$ cat src/rtl/packet_queue_if.sv
// Producer/consumer handshake bundle for packet_queue: slave is the queue, master is the environment.
interface packet_queue_if #(
    parameter int unsigned DATA_W   = 16,
    parameter int unsigned HEADER_W = 16,
    parameter int unsigned ADDR_W   = 16,
    parameter int unsigned DEPTH    = 4
);
    localparam int unsigned CNT_W = $clog2(DEPTH + 1);

    logic                io_in_valid;
    logic                io_in_ready;
    logic [DATA_W-1:0]   io_in_data;
    logic [HEADER_W-1:0] io_in_header;
    logic [ADDR_W-1:0]   io_in_addr;
    logic                io_out_valid;
    logic                io_out_ready;
    logic [DATA_W-1:0]   io_out_data;
    logic [HEADER_W-1:0] io_out_header;
    logic [ADDR_W-1:0]   io_out_addr;
    logic [CNT_W-1:0]    io_count;

    modport master (
        output io_in_valid, io_in_data, io_in_header, io_in_addr, io_out_ready,
        input  io_in_ready, io_out_valid, io_out_data, io_out_header, io_out_addr, io_count
    );

    modport slave (
        input  io_in_valid, io_in_data, io_in_header, io_in_addr, io_out_ready,
        output io_in_ready, io_out_valid, io_out_data, io_out_header, io_out_addr, io_count
    );
endinterface

$ cat src/rtl/packet_queue.sv
// Elastic ready/valid packet FIFO of DEPTH {data, header, addr} entries.
// Optional zero-latency pass-through when empty: define PACKET_QUEUE_BYPASS_EN.
module packet_queue #(
    parameter int unsigned DATA_W   = 16,
    parameter int unsigned HEADER_W = 16,
    parameter int unsigned ADDR_W   = 16,
    parameter int unsigned DEPTH    = 4
) (
    input  logic         clock,
    input  logic         reset,
    packet_queue_if.slave io
);
    localparam int unsigned PTR_W = $clog2(DEPTH);
    localparam int unsigned CNT_W = $clog2(DEPTH + 1);

    typedef struct packed {
        logic [DATA_W-1:0]   data;
        logic [HEADER_W-1:0] header;
        logic [ADDR_W-1:0]   addr;
    } packet_t;

    packet_t          mem [DEPTH];
    logic [PTR_W-1:0] wrPtr;
    logic [PTR_W-1:0] rdPtr;
    logic [CNT_W-1:0] count;

    packet_t inPkt;
    packet_t outPkt;
    logic    empty;
    logic    full;
    logic    inReady;
    logic    outValid;
    logic    inFire;
    logic    outFire;
    logic    storeFire;
    logic    popFire;

    // Handshake decode; every output is forced quiet while reset is high.
    always_comb begin
        inPkt.data   = io.io_in_data;
        inPkt.header = io.io_in_header;
        inPkt.addr   = io.io_in_addr;
        empty        = (count == '0);
        full         = (count == CNT_W'(DEPTH));
        inReady      = !reset && !full;
`ifdef PACKET_QUEUE_BYPASS_EN
        outValid     = !reset && (empty ? io.io_in_valid : 1'b1);
        outPkt       = empty ? inPkt : mem[rdPtr];
`else
        outValid     = !reset && !empty;
        outPkt       = mem[rdPtr];
`endif
        if (!outValid) begin
            outPkt = '0;
        end
        inFire  = io.io_in_valid && inReady;
        outFire = outValid && io.io_out_ready;
`ifdef PACKET_QUEUE_BYPASS_EN
        // A pass-through packet neither lands in storage nor leaves from it.
        storeFire = inFire && !(empty && outFire);
        popFire   = outFire && !empty;
`else
        storeFire = inFire;
        popFire   = outFire;
`endif
    end

    assign io.io_in_ready   = inReady;
    assign io.io_out_valid  = outValid;
    assign io.io_out_data   = outPkt.data;
    assign io.io_out_header = outPkt.header;
    assign io.io_out_addr   = outPkt.addr;
    assign io.io_count      = reset ? '0 : count;

    // Storage is intentionally not reset; count/pointers gate its visibility.
    always_ff @(posedge clock) begin
        if (storeFire) begin
            mem[wrPtr] <= inPkt;
        end
    end

    always_ff @(posedge clock) begin
        if (reset) begin
            wrPtr <= '0;
            rdPtr <= '0;
            count <= '0;
        end else begin
            if (storeFire) begin
                wrPtr <= wrPtr + PTR_W'(1);
            end
            if (popFire) begin
                rdPtr <= rdPtr + PTR_W'(1);
            end
            unique case ({storeFire, popFire})
                2'b10:   count <= count + CNT_W'(1);
                2'b01:   count <= count - CNT_W'(1);
                default: count <= count;
            endcase
        end
    end
endmodule
$ cat src/flat_wrapper.sv
// flat-port wrapper written by rule: the top's interface ports become plain ports
module packet_queue_flat 
#(
    parameter int unsigned DATA_W   = 16,
    parameter int unsigned HEADER_W = 16,
    parameter int unsigned ADDR_W   = 16,
    parameter int unsigned DEPTH    = 4
)
  (clock, reset, io_io_in_valid, io_io_in_data, io_io_in_header, io_io_in_addr, io_io_out_ready, io_io_in_ready, io_io_out_valid, io_io_out_data, io_io_out_header, io_io_out_addr, io_io_count);
  packet_queue_if #(.DATA_W(DATA_W), .HEADER_W(HEADER_W), .ADDR_W(ADDR_W), .DEPTH(DEPTH)) io_i ();
  input  logic clock;
  input  logic reset;
  input wire logic [$bits(io_i.io_in_valid)-1:0] io_io_in_valid;
  input wire logic [$bits(io_i.io_in_data)-1:0] io_io_in_data;
  input wire logic [$bits(io_i.io_in_header)-1:0] io_io_in_header;
  input wire logic [$bits(io_i.io_in_addr)-1:0] io_io_in_addr;
  input wire logic [$bits(io_i.io_out_ready)-1:0] io_io_out_ready;
  output wire logic [$bits(io_i.io_in_ready)-1:0] io_io_in_ready;
  output wire logic [$bits(io_i.io_out_valid)-1:0] io_io_out_valid;
  output wire logic [$bits(io_i.io_out_data)-1:0] io_io_out_data;
  output wire logic [$bits(io_i.io_out_header)-1:0] io_io_out_header;
  output wire logic [$bits(io_i.io_out_addr)-1:0] io_io_out_addr;
  output wire logic [$bits(io_i.io_count)-1:0] io_io_count;
  assign io_i.io_in_valid = io_io_in_valid;
  assign io_i.io_in_data = io_io_in_data;
  assign io_i.io_in_header = io_io_in_header;
  assign io_i.io_in_addr = io_io_in_addr;
  assign io_i.io_out_ready = io_io_out_ready;
  assign io_io_in_ready = io_i.io_in_ready;
  assign io_io_out_valid = io_i.io_out_valid;
  assign io_io_out_data = io_i.io_out_data;
  assign io_io_out_header = io_i.io_out_header;
  assign io_io_out_addr = io_i.io_out_addr;
  assign io_io_count = io_i.io_count;
  packet_queue #(.DATA_W(DATA_W), .HEADER_W(HEADER_W), .ADDR_W(ADDR_W), .DEPTH(DEPTH)) u_core (.clock(clock), .reset(reset), .io(io_i));
endmodule
$ cat config.mk
export PLATFORM = sky130hd
export DESIGN_NAME = packet_queue_flat
export DESIGN_NICKNAME = d
export VERILOG_FILES = /design/src/rtl/packet_queue_if.sv /design/src/rtl/packet_queue.sv /design/src/flat_wrapper.sv
export SDC_FILE = /design/constraint.sdc
export NUM_CORES = 1
export LEC_CHECK = 0
export BUFFER_PORTS_ARGS = -buffer_cell sky130_fd_sc_hd__buf_2
export CAP_MARGIN = 20
export CELL_PAD_IN_SITES_DETAIL_PLACEMENT = 2
export CELL_PAD_IN_SITES_GLOBAL_PLACEMENT = 2
export CORE_ASPECT_RATIO = 1.1
export CORE_UTILIZATION = 45
export CTS_BUF_LIST = sky130_fd_sc_hd__clkbuf_4
export CTS_CLUSTER_DIAMETER = 80
export DETAILED_ROUTE_END_ITERATION = 8
export PLACE_DENSITY = 0.86
export SETUP_SLACK_MARGIN = 0.2
export SYNTH_ARGS = -nofsm -noshare
export SYNTH_HDL_FRONTEND = slang
export SYNTH_SLANG_ARGS = --single-unit
$ cat constraint.sdc
create_clock -name clock -period 2.85 [get_ports clock]
set_clock_uncertainty 0.05 [all_clocks]
set_input_delay 0.57 -clock clock [delete_from_list [all_inputs] [get_ports clock]]
set_output_delay 0.57 -clock clock [all_outputs]
set_load 0.005 [all_outputs]
==> results.yml, run 1 <==
placement:
  gp_congestion: 0.7071
  port_buffers: 104
  dp_hpwl_microns: 11930
synth:
  syn_area_per_cell_sq_um: 21.40
  syn-num-nets: 420
  yosysTopAreaCell: "edfxtp_1"
  async_flop_share_pct: 0
  seq_area_frac_synth_pct: 76.76
  synth_top_area_share_pct: 74.43
  synth_area_sq_um: 7746
  syn_inst: 362
  ys_seq_elements: 201
  ys_top_cells_by_count: "edfxtp_1, and2_1, mux4_2"
  yosysMostFrequentCell: "edfxtp_1"
  synth-warning-count: 0
  synth_edf_count: 192
  ys.flop_type: "edfxtp_1"
  synthDistinctLibCells: 26
  synth.area.top_cells: "edfxtp_1, mux4_2, and2_1, dfxtp_1, ha_1"
floorplanning:
  core_sq_um: 16610
  num_io_pins: 105
  die_h_microns: 139.6
  rows: 49
  die_area_sq_um: 17740
  start_util_pct: 46.62
  die_x_microns: 127.1
timing:
  finalHoldViolCount: 0
  tightest_slew_ns: 0.4851
  holdWs_ns: 0.08216
  layout_min_cycle_time_ns: 2.816
  slew_viol_final: 0
  fmax_mhz: 355.1
  fin_tns_setup_ns: 0
  maxSlewHeadroom_pct: 67.60
  rsz0062_at_grt: "yes"
  finalSetupViolCount: 0
  period_share_pct: 98.80
route:
  dr.first_iter.drc_count: 214
  drcViolationCount: 0
  post_drt_wl_per_cell_microns: 26.28
  wl_microns: 21160
  antenna_left: 0
  num_vias: 4214
  viasPerCell: 5.235
  first_pass_iters: 4
clock_network:
  cts_tree: "built"
  cts_hold_buf: 0
  clock-sinks: 201
  clockRootBuffer: "clkbuf_4"
  htree_levels: 2
  path_clk_slew_ns: 0.09
  clk_latency_ns: 0.65
  numCtsBuffers: 54
  clockBufferDepth: 3
global_route:
  antenna_found_initial: 4
  grt_pass1_vias: 4866
  grt_max_degree: 49
  track_usage_pct: 23.54
  grt-ovfl-total: 0
  grt_first_pass_wirelength_microns: 29730
status:
  outcome: "finished, final reports clean"
job:
  cap_violations: 0
final_layout:
  drive_above_1_share_pct: 50.79
  final_core_util_pct: 58.42
  syn2layout_area_growth_pct: 25.31
  final_nets: 591
min_path:
  hold_class: "in2reg"
critical_path:
  crit_family: "multiplexers"
  cp_slowest_cell: "mux4_2"
  worst_ep_arrival_time_ns: 2.20
  path_class: "reg2out"
  cp_max_fo: 7
  path_buf_inv: 4
  start_kind: "flop"
  critical_path_required_ns: 2.23
  critPathMaxStageDelay_ns: 0.51
  crit_chain: "buf_8, buf_12, buf_16, mux4_2, and2_4, buf_6"
  r2r_slack_ns: 0.35
  end_kind: "output pin"
power:
  ir_worst_vdd_mv: 0.3384
  p_leak_nw: 3.482
  power_density_nw_per_um2: 690.7
per-layer routing:
layer / up-vias / share of wire, % / track usage, %
met3: 36 / 5.4 / 6.344
met5: - / 0.061 / 0
met4: 2 / 1.8 / 8.396
met1: 2202 / 39 / 27.44
met2: 144 / 54 / 41.70
li1: 1830 / - / -
path summary, 6_finish.rpt:
kind / from / end / depth (start not counted)
setup / recovery: flop / io_io_out_data[1] / 6
setup reg to reg: u_core.count[1] / u_core.count[2] / 9
hold / removal: io_io_in_addr[7] / u_core.mem[2][7] / 1
hold reg to reg: u_core.rdPtr[1] / flop / 1
cells in the final DEF, fill, tap and decap left out, types with 2 or more instances in the layout:
cell type and count:
diode_2 3, mux4_2 48, edfxtp_1 192, and2_1 35, and3_2 4, ha_1 5
nor2_1 6, o211ai_1 2, dfxtp_1 5, buf_2 90, nand2_1 2, buf_6 18
nor2b_1 2, dfxtp_2 3, inv_1 8, buf_12 10, buf_16 2, clkinv_1 12
buf_8 2, o31ai_1 4, and2_4 15, clkbuf_4 81, clkinv_2 3, xor2_1 2
buf_4 9
cell families (layout without fill, tap and decap cells):
| group | count (synthesis) | count (layout) | synth area share [%] |
|---|---|---|---|
| xor gates and xnor gates | 2 | 2 | 0.2262 |
| AOI/OAI and AO/OA | 10 | 10 | 0.9044 |
| buffers and inverters | 26 | 237 | 1.664 |
| DFF | 201 | 201 | 76.76 |
| other | 0 | 3 | 0 |
| and+or+nand+nor | 69 | 69 | 5.427 |
| adders and majority gates | 6 | 6 | 1.066 |
| muxes | 48 | 48 | 13.96 |
worst reg2reg max path: stages, from the launching register on:
cell     delay (ns)
dfxtp_1        0.36
or3b_4         0.46
and2_4         0.17
inv_1          0.05
ha_1           0.18
inv_1          0.07
fa_1           0.43
xor2_1         0.16
or4_1          0.41
nand2_1        0.08
metrics by stage:
step                      power (mW)  setup WS, ns  instances  instance area [sq um]
after floorplan                3.792        0.3287        362                   7751
after global placement         4.026        0.3254        692                   8686
after detailed placement       4.081        0.1882        692                   8686
after CTS                      6.666      0.004476        796                   9549
after global routing           6.978      -0.05150        803                   9702
final                          6.704       0.03409        805                   9707
sequential cells by signal (all words and copies together) (netlist names), named ones only:
register	flops
u_core.count	3
u_core.mem	192
u_core.rdPtr	2
u_core.wrPtr	2
repair_timing:
item,in CTS,in global routing
setup buffers,6,5
gates cloned,2,1
endpoints found under the setup margin,48,49
pin swaps,8,7
gates resized for setup,21,24
layout make-up:
type	instances	area (sq um)
Inverter	9	37.54
Clock inverter	15	60.06
Clock buffer	81	608.1
Antenna cell	3	7.507
Timing Repair Buffer	132	1031
Tap cell	229	286.5
Sequential cell	201	5953
Fill cell	1402	6908
Multi-Input combinational cell	135	1723
report_power, final:
group	internal [mW]	switching, mW	leakage, nW
Sequential	3.33	0.0433	1.82
Clock	1.29	1.23	0.403
Combinational	0.424	0.377	1.26
Total	5.05	1.65	3.48
Power figures use the tool's default switching activity.
==> run 2, diff against run 1 <==
--- a/config.mk
+++ b/config.mk
@@ -5,15 +5,17 @@
 export SDC_FILE = /design/constraint.sdc
 export NUM_CORES = 1
 export LEC_CHECK = 0
+export ABC_AREA = 1
 export BUFFER_PORTS_ARGS = -buffer_cell sky130_fd_sc_hd__buf_2
 export CAP_MARGIN = 20
 export CELL_PAD_IN_SITES_DETAIL_PLACEMENT = 2
 export CELL_PAD_IN_SITES_GLOBAL_PLACEMENT = 2
 export CORE_ASPECT_RATIO = 1.1
-export CORE_UTILIZATION = 45
+export CORE_UTILIZATION = 40
 export CTS_BUF_LIST = sky130_fd_sc_hd__clkbuf_4
 export CTS_CLUSTER_DIAMETER = 80
 export DETAILED_ROUTE_END_ITERATION = 8
+export MAX_ROUTING_LAYER = met4
 export PLACE_DENSITY = 0.86
 export SETUP_SLACK_MARGIN = 0.2
 export SYNTH_ARGS = -nofsm -noshare
==> run 2 against run 1 <==
  * Global-route usage up 2.8 points
  * Non-clock buffer count unchanged
  * Setup slack better by 0.17 ns
  * Combinational power down 3.2%
  * Routed wire length up 29%
  * Die area up 15%
  * Flip-flop and latch count unchanged
  * Register-to-register slack better by 0.24 ns
  * Critical path type unchanged
  * Highest routed layer is now met4
==> results.yml, run 2 <==
synth:
  seq_area_frac_synth_pct: 74.87
  syn_inst: 643
  synthDistinctLibCells: 19
  synth_area_sq_um: 7941
  yosysMostFrequentCell: "nor2_1"
  synth_edf_count: 192
  syn-num-nets: 701
  synth_top_area_share_pct: 72.60
  async_flop_share_pct: 0
  syn_area_per_cell_sq_um: 12.35
  yosysTopAreaCell: "edfxtp_1"
  ys_top_cells_by_count: "nor2_1, edfxtp_1, o21ai_0"
  ys.flop_type: "edfxtp_1"
  ys_seq_elements: 201
  synth-warning-count: 0
  synth.area.top_cells: "edfxtp_1, nor2_1, o21ai_0, a21oi_1, o21ai_1"
timing:
  fin_tns_setup_ns: 0
  finalSetupViolCount: 0
  holdWs_ns: 0.07592
  period_share_pct: 92.88
  fmax_mhz: 377.8
  rsz0062_at_grt: "yes"
  finalHoldViolCount: 0
  maxSlewHeadroom_pct: 71.27
  slew_viol_final: 0
  layout_min_cycle_time_ns: 2.647
  tightest_slew_ns: 0.4299
critical_path:
  path_class: "reg2out"
  crit_cells: 6
  r2r_end: "u_core.count[2]"
  r2r_start: "u_core.count[1]"
  cp_max_fo: 20
  critPathMaxStageDelay_ns: 0.38
  reg2reg_depth: 12
  crit_family: "buffers and inverters"
  path_buf_inv: 4
  start_kind: "flop"
  end_kind: "output pin"
  critical_path_required_ns: 2.23
  r2r_slack_ns: 0.59
  worst_ep_arrival_time_ns: 2.03
  crit_end: "io_io_out_data[14]"
  cp_slowest_cell: "dfxtp_4"
  crit_chain: "buf_12, clkinv_16, buf_16, o21ai_1, a21oi_2, buf_2"
floorplanning:
  core_sq_um: 19300
  rows: 53
  num_io_pins: 105
  die_x_microns: 136.3
  start_util_pct: 41.15
  die_area_sq_um: 20420
  die_h_microns: 149.8
min_path:
  hold_class: "in2reg"
clock_network:
  clock-sinks: 201
  clockRootBuffer: "clkbuf_4"
  cts_tree: "built"
  path_clk_slew_ns: 0.08
  numCtsBuffers: 53
  clockBufferDepth: 3
  clk_latency_ns: 0.64
  htree_levels: 2
route:
  num_vias: 5809
  wl_microns: 27390
  antenna_left: 0
  viasPerCell: 5.364
  first_pass_iters: 4
  drcViolationCount: 0
  dr.first_iter.drc_count: 260
  post_drt_wl_per_cell_microns: 25.29
global_route:
  grt_first_pass_wirelength_microns: 38070
  grt_pass1_vias: 6572
  antenna_found_initial: 5
  grt_max_degree: 49
  grt-ovfl-total: 0
  track_usage_pct: 26.31
placement:
  port_buffers: 104
  gp_congestion: 0.7637
  place_inst: 974
  dp_hpwl_microns: 14620
power:
  switching_share_pct: 26.43
  seq_power_share_pct: 49.7
  combinationalPowerShare_pct: 11.5
  ir_worst_vdd_mv: 0.3326
  p_int_mw: 4.962
  p_leak_nw: 3.783
  clkPwrFrac_pct: 38.8
  power_density_nw_per_um2: 679.1
  p_switching_mw: 1.783
final_layout:
  stdcell_count: 1083
  top_register: "u_core.mem"
  reg_top3: "u_core.mem x192, u_core.count x3"
  syn2layout_area_growth_pct: 25.07
  final_nets: 853
  final_common_cell: "nor2_1"
  largest_reg_flops: 192
  mostFrequentLayoutCells: "nor2_1, edfxtp_1, buf_2"
  drive_above_1_share_pct: 30.45
  final_core_util_pct: 51.47
job:
  cap_violations: 0
status:
  outcome: "finished, final reports clean"
[run 2: changes by cell type in the layout (fill, tap and decap cells not counted), sizes merged, moves of 9 or more]
cell	change
clkbuf	+9
nor2	+202
inv	+15
a21oi	+51
nand2	+14
clkinv	-11
and2	-50
mux4	-48
o21ai	+97
[run 2: layout make-up]
cell class	instances	area [sq um]
repair buffers	132	1060
well taps	247	309.0
repair inverters	1	11.26
diodes	5	12.51
clock inverters	4	17.52
inverters	22	113.9
flip-flops and latches	201	5953
multi-input cells	384	1802
fillers	1881	9365
clock buffers	87	653.1
[run 2: logic make-up after synthesis]
kind of cell / Yosys count / synth area share [%]
AND/OR/NAND/NOR: 228 / 10.93
flip-flops: 201 / 74.87
AO/OA/AOI/OAI: 150 / 9.453
buffers and inverters: 58 / 3.702
adder cells (fa/ha/maj): 6 / 1.040
[run 2: how the worst min path moves through the flow]
| stage | start | slack (ns) | depth (start not counted) | endpoint |
|---|---|---|---|---|
| after floorplan | u_core.rdPtr[1] | 0.45 | 4 | flop |
| after detailed placement | u_core.rdPtr[1] | 0.49 | 4 | flop |
| final | io_io_in_data[0] | 0.08 | 1 | u_core.mem[1][32] |
| after global routing | io_io_in_data[0] | 0.05 | 1 | u_core.mem[1][32] |
| after global placement | u_core.rdPtr[1] | 0.47 | 3 | flop |
| after CTS | io_io_in_addr[7] | 0.04 | 1 | u_core.mem[3][7] |
[run 2: metrics by stage]
step                      power, mW  setup WS (ns)  cell area [sq um]
final                         6.745         0.2031               9932
after global routing          6.974         0.1181               9932
after floorplan               3.727        -0.5408               7941
after global placement        3.963         0.5333               8820
after CTS                     6.629         0.1768               9728
after detailed placement      4.029         0.3227               8820
[run 2: timing repair]
action,CTS,global route
pin swaps,3,7
resized for setup,17,50
gates cloned,5,5
setup endpoints to repair,46,48
hold buffers,0,0
setup buffers,2,1
[run 2: power groups by stage]
stage                     logic, mW  clock network, mW  registers [mW]
after detailed placement      0.616                  0            3.41
after global placement        0.561                  0            3.40
after CTS                     0.713               2.57            3.35
final                         0.775               2.62            3.35
after floorplan               0.322                  0            3.40
after global routing          0.836               2.78            3.36
[run 2: metal layers]
| metal | part of all wire [%] | global-route usage, % | up-vias |
|---|---|---|---|
| li1 | - | - | 2594 |
| met5 | 0 | - | - |
| met1 | 40 | 29.06 | 2995 |
| met2 | 54 | 46.65 | 181 |
| met4 | 1.6 | 8.500 | 0 |
| met3 | 5.1 | 5.928 | 39 |
[run 2: worst reg2reg max path, stage by stage (launching register included)]
cell     delay [ns]
dfxtp_1        0.35
nor2_2         0.16
nand2_1        0.10
nand3_2        0.29
ha_1           0.25
inv_1          0.08
fa_1           0.45
inv_1          0.09
nand2_1        0.06
nand3_1        0.11
nand2_1        0.07
nand2_1        0.06
nor2_1         0.04
==> run 3, diff against run 2 <==
--- a/config.mk
+++ b/config.mk
@@ -5,13 +5,12 @@
 export SDC_FILE = /design/constraint.sdc
 export NUM_CORES = 1
 export LEC_CHECK = 0
-export ABC_AREA = 1
 export BUFFER_PORTS_ARGS = -buffer_cell sky130_fd_sc_hd__buf_2
 export CAP_MARGIN = 20
 export CELL_PAD_IN_SITES_DETAIL_PLACEMENT = 2
 export CELL_PAD_IN_SITES_GLOBAL_PLACEMENT = 2
 export CORE_ASPECT_RATIO = 1.1
-export CORE_UTILIZATION = 40
+export CORE_UTILIZATION = 45
 export CTS_BUF_LIST = sky130_fd_sc_hd__clkbuf_4
 export CTS_CLUSTER_DIAMETER = 80
 export DETAILED_ROUTE_END_ITERATION = 8
==> run 3 against run 2 <==
  * Routed wire length shrank 21%
  * Flip-flop and latch count unchanged
  * Sequential share of layout area is 0.90 points higher
  * Global-route usage is 2.0 points lower
  * Critical path depth did not move
  * Worst hold slack better by 0.0064 ns
  * Die area shrank 13%
==> results.yml, run 3 (synthesized netlist as in run 1, its figures left out) <==
global_route:
  grt_first_pass_wirelength_microns: 29740
  grt_pass1_vias: 4834
  grt-ovfl-total: 0
  track_usage_pct: 24.33
  antenna_found_initial: 4
  grt_max_degree: 49
timing:
  slew_viol_final: 0
  setup_ws_ns: 0.05792
  fmax_mhz: 358.2
  finalSetupViolCount: 0
  tightest_slew_ns: 0.4758
  finalHoldViolCount: 0
  period_share_pct: 97.97
  fin_tns_setup_ns: 0
  rsz0062_at_grt: "yes"
  maxSlewHeadroom_pct: 68.28
  holdWs_ns: 0.08233
  layout_min_cycle_time_ns: 2.792
placement:
  dp_hpwl_microns: 11930
  port_buffers: 104
  dp_slack_ns: 0.1882
  gp_congestion: 0.7151
  place_inst: 692
final_layout:
  stdcell_count: 809
  top_register: "u_core.mem"
  drive_above_1_share_pct: 51.22
  syn2layout_area_growth_pct: 26.33
  reg_top3: "u_core.mem x192, u_core.count x3"
  largest_reg_flops: 192
  final_nets: 594
  final_common_cell: "edfxtp_1"
  mostFrequentLayoutCells: "edfxtp_1, buf_2, clkbuf_4"
floorplanning:
  core_sq_um: 16610
  rows: 49
  die_x_microns: 127.1
  die_h_microns: 139.6
  die_area_sq_um: 17740
  start_util_pct: 46.62
  num_io_pins: 105
clock_network:
  clockBufferDepth: 3
  clock-sinks: 201
  htree_levels: 2
  cts_hold_buf: 0
  clk_latency_ns: 0.64
  numCtsBuffers: 54
  cts_tree: "built"
  path_clk_slew_ns: 0.07
  clockRootBuffer: "clkbuf_4"
power:
  p_int_mw: 5.081
  combinationalPowerShare_pct: 12.5
  clkPwrFrac_pct: 37.5
  p_leak_nw: 3.514
  p_switching_mw: 1.667
  seq_power_share_pct: 50.0
  switching_share_pct: 24.70
  power.total_mw: 6.748
  ir_worst_vdd_mv: 0.4389
  power_density_nw_per_um2: 689.6
critical_path:
  cp_max_fo: 7
  crit_family: "multiplexers"
  path_buf_inv: 4
  start_kind: "flop"
  critPathMaxStageDelay_ns: 0.51
  crit_chain: "buf_8, buf_12, buf_16, mux4_2, and2_4, buf_6"
  critical_path_required_ns: 2.23
  cp_slowest_cell: "mux4_2"
  end_kind: "output pin"
  worst_ep_arrival_time_ns: 2.17
  path_class: "reg2out"
route:
  num_vias: 4246
  first_pass_iters: 4
  drcViolationCount: 0
  antenna_left: 0
  wl_microns: 21530
  viasPerCell: 5.248
  post_drt_wl_per_cell_microns: 26.62
  dr.first_iter.drc_count: 208
status:
  outcome: "finished, final reports clean"
min_path:
  hold_class: "in2reg"
job:
  cap_violations: 0
[run 3: layer usage]
layer	up-vias	share of wire [%]	track usage, %
met5	-	0	-
met1	2220	40	27.68
met2	147	53	41.64
met4	0	2.1	8.271
li1	1840	-	-
met3	39	5.0	6.344
[run 3: power groups by stage]
stage	Combinational [mW]	Clock, mW	Sequential [mW]
after floorplan	0.376	0	3.42
after global placement	0.590	0	3.44
after detailed placement	0.629	0	3.45
after CTS	0.736	2.55	3.38
after global routing	0.898	2.74	3.38
final	0.845	2.53	3.38
[run 3: worst paths after layout]
| kind | startpoint | end | slack (ns) | cells after the start |
|---|---|---|---|---|
| max | flop | io_io_out_data[1] | 0.06 | 6 |
| min | io_io_in_data[5] | u_core.mem[3][37] | 0.08 | 1 |
| max reg2reg | u_core.count[1] | u_core.count[2] | 0.32 | 9 |
| min reg2reg | u_core.rdPtr[1] | flop | 0.45 | 1 |
[run 3: worst reg2reg max path, delay by kind of cell, from the launching register on]
kind	cells	cell delay, ns
XOR/XNOR	1	0.16
adder cells (fa/ha/maj)	2	0.61
buffers and inverters	2	0.14
flip-flops	1	0.36
AND/OR/NAND/NOR	4	1.14
[run 3: area by class of cell]
cell class	count	area (sq um)
fillers	1403	6829
flip-flops and latches	201	5953
multi-input cells	135	1725
repair buffers	135	1105
clock buffers	81	608.1
well taps	229	286.5
clock inverters	15	60.06
inverters	9	37.54
diodes	4	10.01
[run 3: through the flow]
stage          utilization (%)  cell area [sq um]
5_1_grt                  58.90               9786
4_1_cts                  57.47               9549
2_1_floorplan                -               7751
6_report                 58.90               9786
3_5_place_dp             52.28               8686
3_3_place_gp             52.28               8686
[run 3: what timing repair did]
item / in CTS / in global routing
endpoints found under the setup margin: 48 / 49
gates cloned: 2 / 3
buffers inserted: 6 / 6
pin swaps: 8 / 6
gates resized for setup: 21 / 26
endpoints found under the hold margin: 0 / 0
